$ cat config.mk
export PLATFORM = sky130hd
export DESIGN_NAME = ant_turn_sched_flat
export DESIGN_NICKNAME = d
export VERILOG_FILES = /design/src/rtl/ant_pkg.sv /design/src/rtl/ant_turn_sched_if.sv /design/src/rtl/ant_turn_sched_rr_pick.sv /design/src/rtl/ant_turn_sched.sv /design/src/flat_wrapper.sv
export SDC_FILE = /design/constraint.sdc
export NUM_CORES = 1
export LEC_CHECK = 0
export CAP_MARGIN = 10
export CORE_AREA = 2 2 77 152
export CTS_BUF_LIST = sky130_fd_sc_hd__clkbuf_2 sky130_fd_sc_hd__clkbuf_4 sky130_fd_sc_hd__clkbuf_8
export CTS_CLUSTER_DIAMETER = 60
export DETAILED_ROUTE_END_ITERATION = 10
export DIE_AREA = 0 0 79 154
export PLACE_DENSITY = 0.77
export SYNTH_ARGS = -nofsm -noshare
export SYNTH_HDL_FRONTEND = slang
export SYNTH_HIERARCHICAL = 1
export SYNTH_SLANG_ARGS = --single-unit
$ cat constraint.sdc
create_clock -name clk -period 3.2 [get_ports clk]
set_input_delay 0.48 -clock clk [delete_from_list [all_inputs] [get_ports clk]]
set_output_delay 0.48 -clock clk [all_outputs]
set_load 0.02 [all_outputs]
$ cat src/rtl/ant_pkg.sv
// rtl/ant_pkg.sv - shared encodings for the ant turn scheduler
// Purpose: move encodings, scheduler state enum and the pheromone field width default.
// Ports: none (package).
package ant_pkg;

  typedef enum logic [1:0] {
    HALT    = 2'd0,
    RIGHT   = 2'd1,
    LEFT    = 2'd2,
    FORWARD = 2'd3
  } move_e;

  typedef enum logic [1:0] {
    IDLE  = 2'd0,
    ISSUE = 2'd1,
    WAIT  = 2'd2,
    DONE  = 2'd3
  } sched_state_e;

  localparam int PH_WIDTH_DEF = 2;

endpackage

$ cat src/rtl/ant_turn_sched_if.sv
// rtl/ant_turn_sched_if.sv - maze-side move/sensor bundle
// Purpose: groups the move handshake and the sensor response between scheduler and maze.
// Signals: mv_valid/mv_ready/mv_move/mv_id (move), sns_valid/sns_l/sns_r/sns_hit/sns_escape (sensors).
// Optional macro PH_ARB_EN adds mv_ph_drop and sns_ph.
// Modports: master = scheduler side, slave = maze side.
interface ant_turn_sched_if #(
  parameter int ID_W = 2
`ifdef PH_ARB_EN
  , parameter int PH_W = ant_pkg::PH_WIDTH_DEF
`endif
);

  logic            mv_valid;
  logic            mv_ready;
  logic [1:0]      mv_move;
  logic [ID_W-1:0] mv_id;
  logic            sns_valid;
  logic            sns_l;
  logic            sns_r;
  logic            sns_hit;
  logic            sns_escape;
`ifdef PH_ARB_EN
  logic [PH_W-1:0] mv_ph_drop;
  logic [PH_W-1:0] sns_ph;

  modport master (
    output mv_valid, mv_move, mv_id, mv_ph_drop,
    input  mv_ready, sns_valid, sns_l, sns_r, sns_hit, sns_escape, sns_ph
  );
  modport slave (
    input  mv_valid, mv_move, mv_id, mv_ph_drop,
    output mv_ready, sns_valid, sns_l, sns_r, sns_hit, sns_escape, sns_ph
  );
`else
  modport master (
    output mv_valid, mv_move, mv_id,
    input  mv_ready, sns_valid, sns_l, sns_r, sns_hit, sns_escape
  );
  modport slave (
    input  mv_valid, mv_move, mv_id,
    output mv_ready, sns_valid, sns_l, sns_r, sns_hit, sns_escape
  );
`endif

endinterface

$ cat src/rtl/ant_turn_sched_rr_pick.sv
// rtl/ant_turn_sched_rr_pick.sv - combinational round-robin finder (module rr_pick)
// Purpose: returns the first set bit of active_i searching from last_i+1 with wrap-around.
// Ports: active_i (candidate mask), last_i (previous winner), next_o (winner), none_o (mask empty).
module rr_pick #(
  parameter int N    = 4,
  parameter int ID_W = 2
) (
  input  logic [N-1:0]    active_i,
  input  logic [ID_W-1:0] last_i,
  output logic [ID_W-1:0] next_o,
  output logic            none_o
);

  logic [ID_W-1:0] idx;

  always_comb begin
    next_o = '0;
    none_o = 1'b1;
    idx    = '0;
    // Walk farthest-first so the nearest active index after last_i is written last and wins.
    for (int off = N; off >= 1; off--) begin
      idx = ID_W'((int'(last_i) + off) % N);
      if (active_i[idx]) begin
        next_o = idx;
        none_o = 1'b0;
      end
    end
  end

endmodule

$ cat src/rtl/ant_turn_sched.sv
// rtl/ant_turn_sched.sv - round-robin turn scheduler sharing one maze move port among ants
// Purpose: issues one move per active ant in turn, routes the sensor reply back to that ant,
//   retires escaped ants, counts steps per ant, and flags response timeouts.
// Ports: clk, rst (async active-high); ant_move (2 bits per ant); maze (master side of
//   ant_turn_sched_if); ant_l/ant_r/ant_hit/ant_escape (registered per-ant sensors);
//   ant_step (per-ant update pulse); escaped (sticky retired mask); step_cnt (CNT_W per ant,
//   saturating); done (all escaped); err_timeout (sticky).
// Optional macro PH_ARB_EN adds PH_WIDTH, ant_ph_drop, ant_ph_detected and the pheromone path.
module ant_turn_sched
  import ant_pkg::*;
#(
  parameter int N_ANTS  = 4,
  parameter int ID_W    = 2,
  parameter int CNT_W   = 16,
  parameter int TIMEOUT = 255
`ifdef PH_ARB_EN
  , parameter int PH_WIDTH = PH_WIDTH_DEF
`endif
) (
  input  logic                      clk,
  input  logic                      rst,
  input  logic [2*N_ANTS-1:0]       ant_move,
  ant_turn_sched_if.master          maze,
  output logic [N_ANTS-1:0]         ant_l,
  output logic [N_ANTS-1:0]         ant_r,
  output logic [N_ANTS-1:0]         ant_hit,
  output logic [N_ANTS-1:0]         ant_escape,
  output logic [N_ANTS-1:0]         ant_step,
  output logic [N_ANTS-1:0]         escaped,
  output logic [CNT_W*N_ANTS-1:0]   step_cnt,
  output logic                      done,
  output logic                      err_timeout
`ifdef PH_ARB_EN
  , input  logic [PH_WIDTH*N_ANTS-1:0] ant_ph_drop
  , output logic [PH_WIDTH*N_ANTS-1:0] ant_ph_detected
`endif
);

  localparam int TMR_W = $clog2(TIMEOUT + 1);

  sched_state_e                 state_q, state_d;
  logic [ID_W-1:0]              ptr_q, ptr_d;
  logic [ID_W-1:0]              last_q, last_d;
  move_e                        mv_move_q, mv_move_d;
  logic                         mv_valid_q, mv_valid_d;
  logic [TMR_W-1:0]             tmr_q, tmr_d;
  logic [N_ANTS-1:0]            l_q, l_d, r_q, r_d, hit_q, hit_d, esc_q, esc_d;
  logic [N_ANTS-1:0]            step_q, step_d;
  logic [N_ANTS-1:0]            escaped_q, escaped_d;
  logic [N_ANTS-1:0][CNT_W-1:0] cnt_q, cnt_d;
  logic                         err_q, err_d;
  logic [N_ANTS-1:0][1:0]       move_arr;
  logic [ID_W-1:0]              pick_next;
  logic                         pick_none;
`ifdef PH_ARB_EN
  logic [PH_WIDTH-1:0]               ph_drop_q, ph_drop_d;
  logic [N_ANTS-1:0][PH_WIDTH-1:0]   ph_det_q, ph_det_d;
  logic [N_ANTS-1:0][PH_WIDTH-1:0]   ph_drop_arr;

  assign ph_drop_arr     = ant_ph_drop;
  assign maze.mv_ph_drop = ph_drop_q;
  assign ant_ph_detected = ph_det_q;
`endif

  assign move_arr = ant_move;

  rr_pick #(.N(N_ANTS), .ID_W(ID_W)) u_pick (
    .active_i (~escaped_q),
    .last_i   (last_q),
    .next_o   (pick_next),
    .none_o   (pick_none)
  );

  always_comb begin
    state_d    = state_q;
    ptr_d      = ptr_q;
    last_d     = last_q;
    mv_move_d  = mv_move_q;
    mv_valid_d = mv_valid_q;
    tmr_d      = tmr_q;
    l_d        = l_q;
    r_d        = r_q;
    hit_d      = hit_q;
    esc_d      = esc_q;
    step_d     = '0;
    escaped_d  = escaped_q;
    cnt_d      = cnt_q;
    err_d      = err_q;
`ifdef PH_ARB_EN
    ph_drop_d  = ph_drop_q;
    ph_det_d   = ph_det_q;
`endif
    unique case (state_q)
      IDLE: begin
        if (pick_none) begin
          state_d = DONE;
        end else begin
          ptr_d      = pick_next;
          mv_move_d  = move_e'(move_arr[pick_next]);
          mv_valid_d = 1'b1;
`ifdef PH_ARB_EN
          ph_drop_d  = ph_drop_arr[pick_next];
`endif
          state_d    = ISSUE;
        end
      end
      ISSUE: begin
        if (maze.mv_ready) begin
          mv_valid_d = 1'b0;
          tmr_d      = '0;
          last_d     = ptr_q;
          state_d    = WAIT;
        end
      end
      WAIT: begin
        // A response in the last allowed cycle still counts: sensor check comes first.
        if (maze.sns_valid) begin
          l_d[ptr_q]    = maze.sns_l;
          r_d[ptr_q]    = maze.sns_r;
          hit_d[ptr_q]  = maze.sns_hit;
          esc_d[ptr_q]  = maze.sns_escape;
          step_d[ptr_q] = 1'b1;
          if (cnt_q[ptr_q] != '1) begin
            cnt_d[ptr_q] = cnt_q[ptr_q] + CNT_W'(1);
          end
          if (maze.sns_escape) begin
            escaped_d[ptr_q] = 1'b1;
          end
`ifdef PH_ARB_EN
          ph_det_d[ptr_q] = maze.sns_ph;
`endif
          state_d = IDLE;
        end else if (tmr_q == TMR_W'(TIMEOUT - 1)) begin
          err_d   = 1'b1;
          state_d = IDLE;
        end else begin
          tmr_d = tmr_q + TMR_W'(1);
        end
      end
      DONE: begin
        state_d = DONE;
      end
      default: begin
        state_d = IDLE;
      end
    endcase
  end

  always_ff @(posedge clk or posedge rst) begin
    if (rst) begin
      state_q    <= IDLE;
      ptr_q      <= '0;
      last_q     <= ID_W'(N_ANTS - 1);
      mv_move_q  <= HALT;
      mv_valid_q <= 1'b0;
      tmr_q      <= '0;
      l_q        <= '0;
      r_q        <= '0;
      hit_q      <= '0;
      esc_q      <= '0;
      step_q     <= '0;
      escaped_q  <= '0;
      cnt_q      <= '0;
      err_q      <= 1'b0;
`ifdef PH_ARB_EN
      ph_drop_q  <= '0;
      ph_det_q   <= '0;
`endif
    end else begin
      state_q    <= state_d;
      ptr_q      <= ptr_d;
      last_q     <= last_d;
      mv_move_q  <= mv_move_d;
      mv_valid_q <= mv_valid_d;
      tmr_q      <= tmr_d;
      l_q        <= l_d;
      r_q        <= r_d;
      hit_q      <= hit_d;
      esc_q      <= esc_d;
      step_q     <= step_d;
      escaped_q  <= escaped_d;
      cnt_q      <= cnt_d;
      err_q      <= err_d;
`ifdef PH_ARB_EN
      ph_drop_q  <= ph_drop_d;
      ph_det_q   <= ph_det_d;
`endif
    end
  end

  assign maze.mv_valid = mv_valid_q;
  assign maze.mv_move  = mv_move_q;
  assign maze.mv_id    = ptr_q;
  assign ant_l         = l_q;
  assign ant_r         = r_q;
  assign ant_hit       = hit_q;
  assign ant_escape    = esc_q;
  assign ant_step      = step_q;
  assign escaped       = escaped_q;
  assign step_cnt      = cnt_q;
  assign done          = (state_q == DONE);
  assign err_timeout   = err_q;

endmodule

$ cat src/flat_wrapper.sv
// flat-port wrapper written by rule: the top's interface ports become plain ports
module ant_turn_sched_flat import ant_pkg::*;
#(
  parameter int N_ANTS  = 4,
  parameter int ID_W    = 2,
  parameter int CNT_W   = 16,
  parameter int TIMEOUT = 255

)
  (clk, rst, ant_move, ant_l, ant_r, ant_hit, ant_escape, ant_step, escaped, step_cnt, done, err_timeout, maze_mv_valid, maze_mv_move, maze_mv_id, maze_mv_ready, maze_sns_valid, maze_sns_l, maze_sns_r, maze_sns_hit, maze_sns_escape);
  ant_turn_sched_if #(.ID_W(ID_W)) maze_i ();
  input  logic clk;
  input  logic rst;
  input  logic [2*N_ANTS-1:0] ant_move;
  output logic [N_ANTS-1:0] ant_l;
  output logic [N_ANTS-1:0] ant_r;
  output logic [N_ANTS-1:0] ant_hit;
  output logic [N_ANTS-1:0] ant_escape;
  output logic [N_ANTS-1:0] ant_step;
  output logic [N_ANTS-1:0] escaped;
  output logic [CNT_W*N_ANTS-1:0] step_cnt;
  output logic done;
  output logic err_timeout;
  output wire logic [$bits(maze_i.mv_valid)-1:0] maze_mv_valid;
  output wire logic [$bits(maze_i.mv_move)-1:0] maze_mv_move;
  output wire logic [$bits(maze_i.mv_id)-1:0] maze_mv_id;
  input wire logic [$bits(maze_i.mv_ready)-1:0] maze_mv_ready;
  input wire logic [$bits(maze_i.sns_valid)-1:0] maze_sns_valid;
  input wire logic [$bits(maze_i.sns_l)-1:0] maze_sns_l;
  input wire logic [$bits(maze_i.sns_r)-1:0] maze_sns_r;
  input wire logic [$bits(maze_i.sns_hit)-1:0] maze_sns_hit;
  input wire logic [$bits(maze_i.sns_escape)-1:0] maze_sns_escape;
  assign maze_mv_valid = maze_i.mv_valid;
  assign maze_mv_move = maze_i.mv_move;
  assign maze_mv_id = maze_i.mv_id;
  assign maze_i.mv_ready = maze_mv_ready;
  assign maze_i.sns_valid = maze_sns_valid;
  assign maze_i.sns_l = maze_sns_l;
  assign maze_i.sns_r = maze_sns_r;
  assign maze_i.sns_hit = maze_sns_hit;
  assign maze_i.sns_escape = maze_sns_escape;
  ant_turn_sched #(.N_ANTS(N_ANTS), .ID_W(ID_W), .CNT_W(CNT_W), .TIMEOUT(TIMEOUT)) u_core (.clk(clk), .rst(rst), .ant_move(ant_move), .maze(maze_i), .ant_l(ant_l), .ant_r(ant_r), .ant_hit(ant_hit), .ant_escape(ant_escape), .ant_step(ant_step), .escaped(escaped), .step_cnt(step_cnt), .done(done), .err_timeout(err_timeout));
endmodule
# Word-level counts from Yosys, hierarchy flattened
# Cells that the tools add are included.
# totals
register_bits,106
inputBits,16
out_inout_bits,95
# op_classes
add_sub_neg,6
order_cmp,7
eq_ne,10
mux,43
n_bitwise,4
n_reduce_logical,13
# op_table
operator,n
64-bit bitwise mux,1
16-bit binary-select mux with 2-bit select,1
16-bit demux with 2-bit select,1
16-bit 2-to-1 mux,2
8-bit 2-to-1 mux,3
2-bit by 3-bit < comparator with 1-bit output (second input constant),6
2-bit 2-to-1 mux,9
16-bit by 1-bit adder with 16-bit output (second input constant),1
4-bit bitwise mux,4
16-bit != test (second input constant),1
8-bit case mux with 2 select lines,1
3-bit AND reduction,4
1-bit 2-to-1 mux,11
8-bit by 1-bit adder with 8-bit output (second input constant),1
1-bit binary-select mux with 2-bit select,4
8-bit equality test (second input constant),1
4-bit 2-to-1 mux,2
2-bit != test (second input constant),4
2-bit case mux with 4 select lines,1
2-bit AND reduction,4
2-bit by 1-bit adder with 2-bit output (second input constant),2
2-bit adder (second input constant),2
2-bit binary-select mux with 2-bit select,1
2-bit equality test (second input constant),2
12 further kinds,14

# Depth between registers and ports, before layout
# depth
word_depth,9
depth_mapped,11
depth_no_buf,9

# Cells and area by module
# Netlist, hierarchy kept.
# by_module_without_submodules
module,instances,cells_per_inst,area_per_inst_um2,seq_area_each_um2
ant_turn_sched,1,461,5037.3,2655.0
rr_pick,1,13,82.6,0.0

# Worst setup path before layout
# OpenSTA, ideal clock, no wires.
# synth_path
path_type,register to register
start,"register u_core.ptr_q[0], in the netlist u_core/maze.mv_id[0]"
end,register u_core.cnt_q (netlist bit u_core/step_cnt[17])
setup_ns,0.125
arrival_time_ns,2.619
t_required_ns,3.075
setup_slack_ns,0.456
path_stages_with_launch,10
n_path_buf,2
path_cell_list,dfrtp_1 -> buf_6 -> buf_12 -> mux4_1 -> ha_1 -> nand2_1 -> o22ai_2 -> nand4_4 -> o21ai_4 -> mux2_4
# synth_via
elab_chain_len,5
# synth_rtl
item,line,text
start: declaration,ant_turn_sched.sv:42,"logic [ID_W-1:0] ptr_q, ptr_d;"
start signal: assignment,ant_turn_sched.sv:171,ptr_q <= ptr_d;
branches (longest 5 deep; another with 16-bit by 1-bit adder with 16-bit output),-,
end signal: assignment,ant_turn_sched.sv:182,cnt_q <= cnt_d;
end: declaration,ant_turn_sched.sv:50,"logic [N_ANTS-1:0][CNT_W-1:0] cnt_q, cnt_d;"
# Parallel ways; which one is timed is not known. The select of a mux whose other input is x is not followed.
# A chain may end at the register's enable or synchronous reset.

# Worst setup path in the final report
# layout_path
start,"register u_core.ptr_q[0], in the netlist u_core/maze.mv_id[0]"
end,register u_core.cnt_q (netlist bit u_core/step_cnt[49])
# Same word-level chain as after synthesis.

==> metrics.csv <==
stage,metric,value,unit
synthesis,ys_seq_elements,106,
cts,clock_sinks,106,
critical_path,critPathArrivalTime,3.12,ns
routing,remaining_drc_errors,0,
floorplanning,start_util,0.468,
routing,antenna_left,0,
global_routing,grt_start_max_net_pins,107,
synthesis,synthAdderAreaFrac,0.0171,
finish,multiInputGateArea,2230,um2
timing,hold_violations,0,
timing,rsz0062_at_grt,no,
synthesis,yosys.area_share.simple,0.163,
synthesis,synth_top_family_by_area,simple AND/OR/NAND/NOR gates,
cts,clk_path_buf_depth,2,
timing,fin_crit_sh,0.889,
synthesis,syn-num-nets,497,
timing,timing.fmax,0.351,GHz
power_and_ir_drop,p_leak,2.81,nW
synthesis,async_flop_share,1.00,
floorplanning,rows,54,
timing,period_needed,2.85,ns
synthesis,synth_compound_area_frac,0.121,
placement,io_buffers,110,
floorplanning,core,10900,um2
cts,cts_buffers,9,
timing,setup_tns,0,ns
cts,hold_buffers,0,
routing,wirelength,13200,um
timing,skew,0.0112,ns
timing,holdWs,0.482,ns
synthesis,synth_cells,474,
routing,dr_total_vias,3988,
routing,viasPerCell,5.43,
synthesis,synthTopCellsByCount,"nand2_1, dfrtp_1, o21ai_1",
placement,gp_congestion,0.854,
critical_path,worst_ep_required_time,3.47,ns
critical_path,path_buf_inv,1,
critical_path,worst_setup_path_start_kind,flop,
synthesis,syn_area,5120,um2
cts,cts_setup_buffers,0,
placement,dp_hpwl,9900,um
run_status,status,"finished, final reports clean",
power_and_ir_drop,cellPowerDensity,469,nW/um2
synthesis,avgSynthCellArea,10.8,um2
timing,worst_pin_slew,0.788,ns
finish,final_cells,734,
critical_path,crit_chain,"buf_4, mux4_1, and4_1, nand4_2, o21ai_4, mux2_4",
cts,clockRootBuffer,clkbuf_8,
critical_path,slowest_stage,o21ai_4,
finish,final_util,0.594,
synthesis,yosysWarnings,6,
floorplanning,num_io_pins,111,
floorplanning,die_area,12200,um2
finish,area_delta_synth_final,27.0,%
min_path,hold_class,reg2reg,
floorplanning,fp.dieH,154,um
global_routing,grt_use_total,0.227,
synthesis,synth_cell_types,51,
cts,clkLatencyLatePin,0.38,ns
finish,n_antenna_cell,0,
cts,h-tree-depth,3,
global_routing,grt_pass1_vias,4092,
timing,slew_headroom,0.475,
timing,timing.final.max_slew_violations,0,
global_routing,grt_overflow_total,0,
critical_path,cpLargestDelayFamily,multiplexers,
finish,final_nets,612,
synthesis,synth_mux_area_frac,0.107,
synthesis,ys_seq_area_frac,0.519,
placement,place_area,6330,um2
placement,dp_cells,718,
global_routing,grt_first_pass_wirelength,21200,um
timing,setup_viol,0,
routing,drt_iter0_drc,300,
critical_path,slowest_delay,0.67,ns
critical_path,crit_type,reg2reg,
power_and_ir_drop,irDropWorstVdd,0.000330,V
routing,wl_per_cell,18.0,um
finish,layout-drive-gt1-share,0.120,
cts,cts_tree,yes,
synthesis,synth_area_leaders,"dfrtp_1, nand2_1, mux4_1, o21ai_1, mux4_2",
synthesis,synth_edf_count,0,
job,drv_cap,0,
synthesis,synth_xor_area_frac,0.0266,
floorplanning,dieWidth,79,um
synthesis,yosysMostFrequentCell,nand2_1,
finish,fillers,911,
global_routing,grt_antenna_before_repair,0,
critical_path,cp_max_fo,28,
finish,register_area,2660,um2
cts,cts_resized,0,
synthesis,synthFlopType,dfrtp_1,
finish,fin_area,6500,um2
routing,drtPass1Iterations,5,
synthesis,yosys.area.top_type,dfrtp_1,
cts,path_clk_slew,0.09,ns
synthesis,synth.top_cell.area_share,0.508,
critical_path,crit_path_end_kind,flop,
[layout by cell type, fill, tap and decap left out, drive strengths merged, types with 2 or more instances in the layout]
master / instances
o21ai: 85
nor3: 3
mux2: 8
a21o: 4
xnor2: 7
a22o: 2
nor2: 10
and2: 5
and4: 2
clkdlybuf4s50: 110
clkbuf: 11
buf: 12
xor2: 6
clkinvlp: 3
nand4: 7
and3: 2
ha: 7
mux2i: 3
nor2b: 5
o22ai: 2
dfrtp: 104
mux4: 17
nand2: 132
dfstp: 2
nand2b: 6
o31ai: 4
nand3: 10
inv: 17
[layer usage]
| layer | GRT usage | up-vias | part of all wire |
|---|---|---|---|
| met5 | 0 | - | 0 |
| met4 | 0.112 | 0 | 0.038 |
| met3 | 0.0364 | 41 | 0.048 |
| met2 | 0.403 | 161 | 0.55 |
| met1 | 0.257 | 1913 | 0.37 |
| li1 | - | 1873 | - |
[cell families (layout without fill, tap and decap cells)]
kind of cell / after synthesis / in the layout
flip-flops: 106 / 106
multiplexers: 28 / 28
AND/OR/NAND/NOR: 186 / 186
XOR/XNOR: 13 / 13
buffers and inverters: 34 / 154
adder cells (fa/ha/maj): 7 / 7
AO/OA/AOI/OAI: 100 / 100
[area by class of cell]
| class | count | share of cell area |
|---|---|---|
| Clock buffer | 11 | 0.0214 |
| Clock inverter | 5 | 0.00577 |
| Inverter | 16 | 0.00981 |
| Multi-Input combinational cell | 334 | 0.343 |
| Sequential cell | 106 | 0.408 |
| Tap cell | 140 | 0.0269 |
| Timing Repair Buffer | 122 | 0.185 |
[stage by stage]
stage	setup WS (ns)	power [mW]
2_1_floorplan	0.456	2.01
3_3_place_gp	0.467	2.28
3_5_place_dp	0.353	2.31
4_1_cts	0.347	3.07
5_1_grt	0.207	3.22
6_report	0.354	3.05
[final timing paths]
path                                            from             endpoint  slack, ns  cells after the start
max in group asynchronous                        rst      u_core/tmr_q[1]       2.15                      3
worst min register to register    u_core/err_timeout   u_core/err_timeout       0.48                      1
min in group asynchronous                        rst    u_core/state_q[0]       0.54                      3
worst max register to register  u_core/maze.mv_id[0]  u_core/step_cnt[49]       0.35                      6
worst max-delay path            u_core/maze.mv_id[0]  u_core/step_cnt[49]       0.35                      6
worst min-delay path              u_core/err_timeout   u_core/err_timeout       0.48                      1
[power by group]
| group | switching, mW | leakage, nW | total (mW) | internal (mW) |
|---|---|---|---|---|
| Clock | 0.461 | 0.0872 | 0.766 | 0.305 |
| Combinational | 0.463 | 1.29 | 0.783 | 0.321 |
| Sequential | 0.0766 | 1.43 | 1.50 | 1.42 |
| Total | 1.00 | 2.81 | 3.05 | 2.05 |
[sequential cells by signal (all words and copies together) (netlist names)]
| register | flops |
|---|---|
| u_core/step_cnt | 64 |
| u_core/tmr_q | 8 |
| u_core/ant_escape | 4 |
| u_core/ant_hit | 4 |
| u_core/ant_l | 4 |
| u_core/ant_r | 4 |
| u_core/ant_step | 4 |
| u_core/escaped | 4 |
| u_core/last_q | 2 |
| u_core/maze.mv_id | 2 |
| u_core/maze.mv_move | 2 |
| u_core/state_q | 2 |
| u_core/err_timeout | 1 |
| u_core/maze.mv_valid | 1 |
Note: power is estimated with default switching activity, not from simulation.
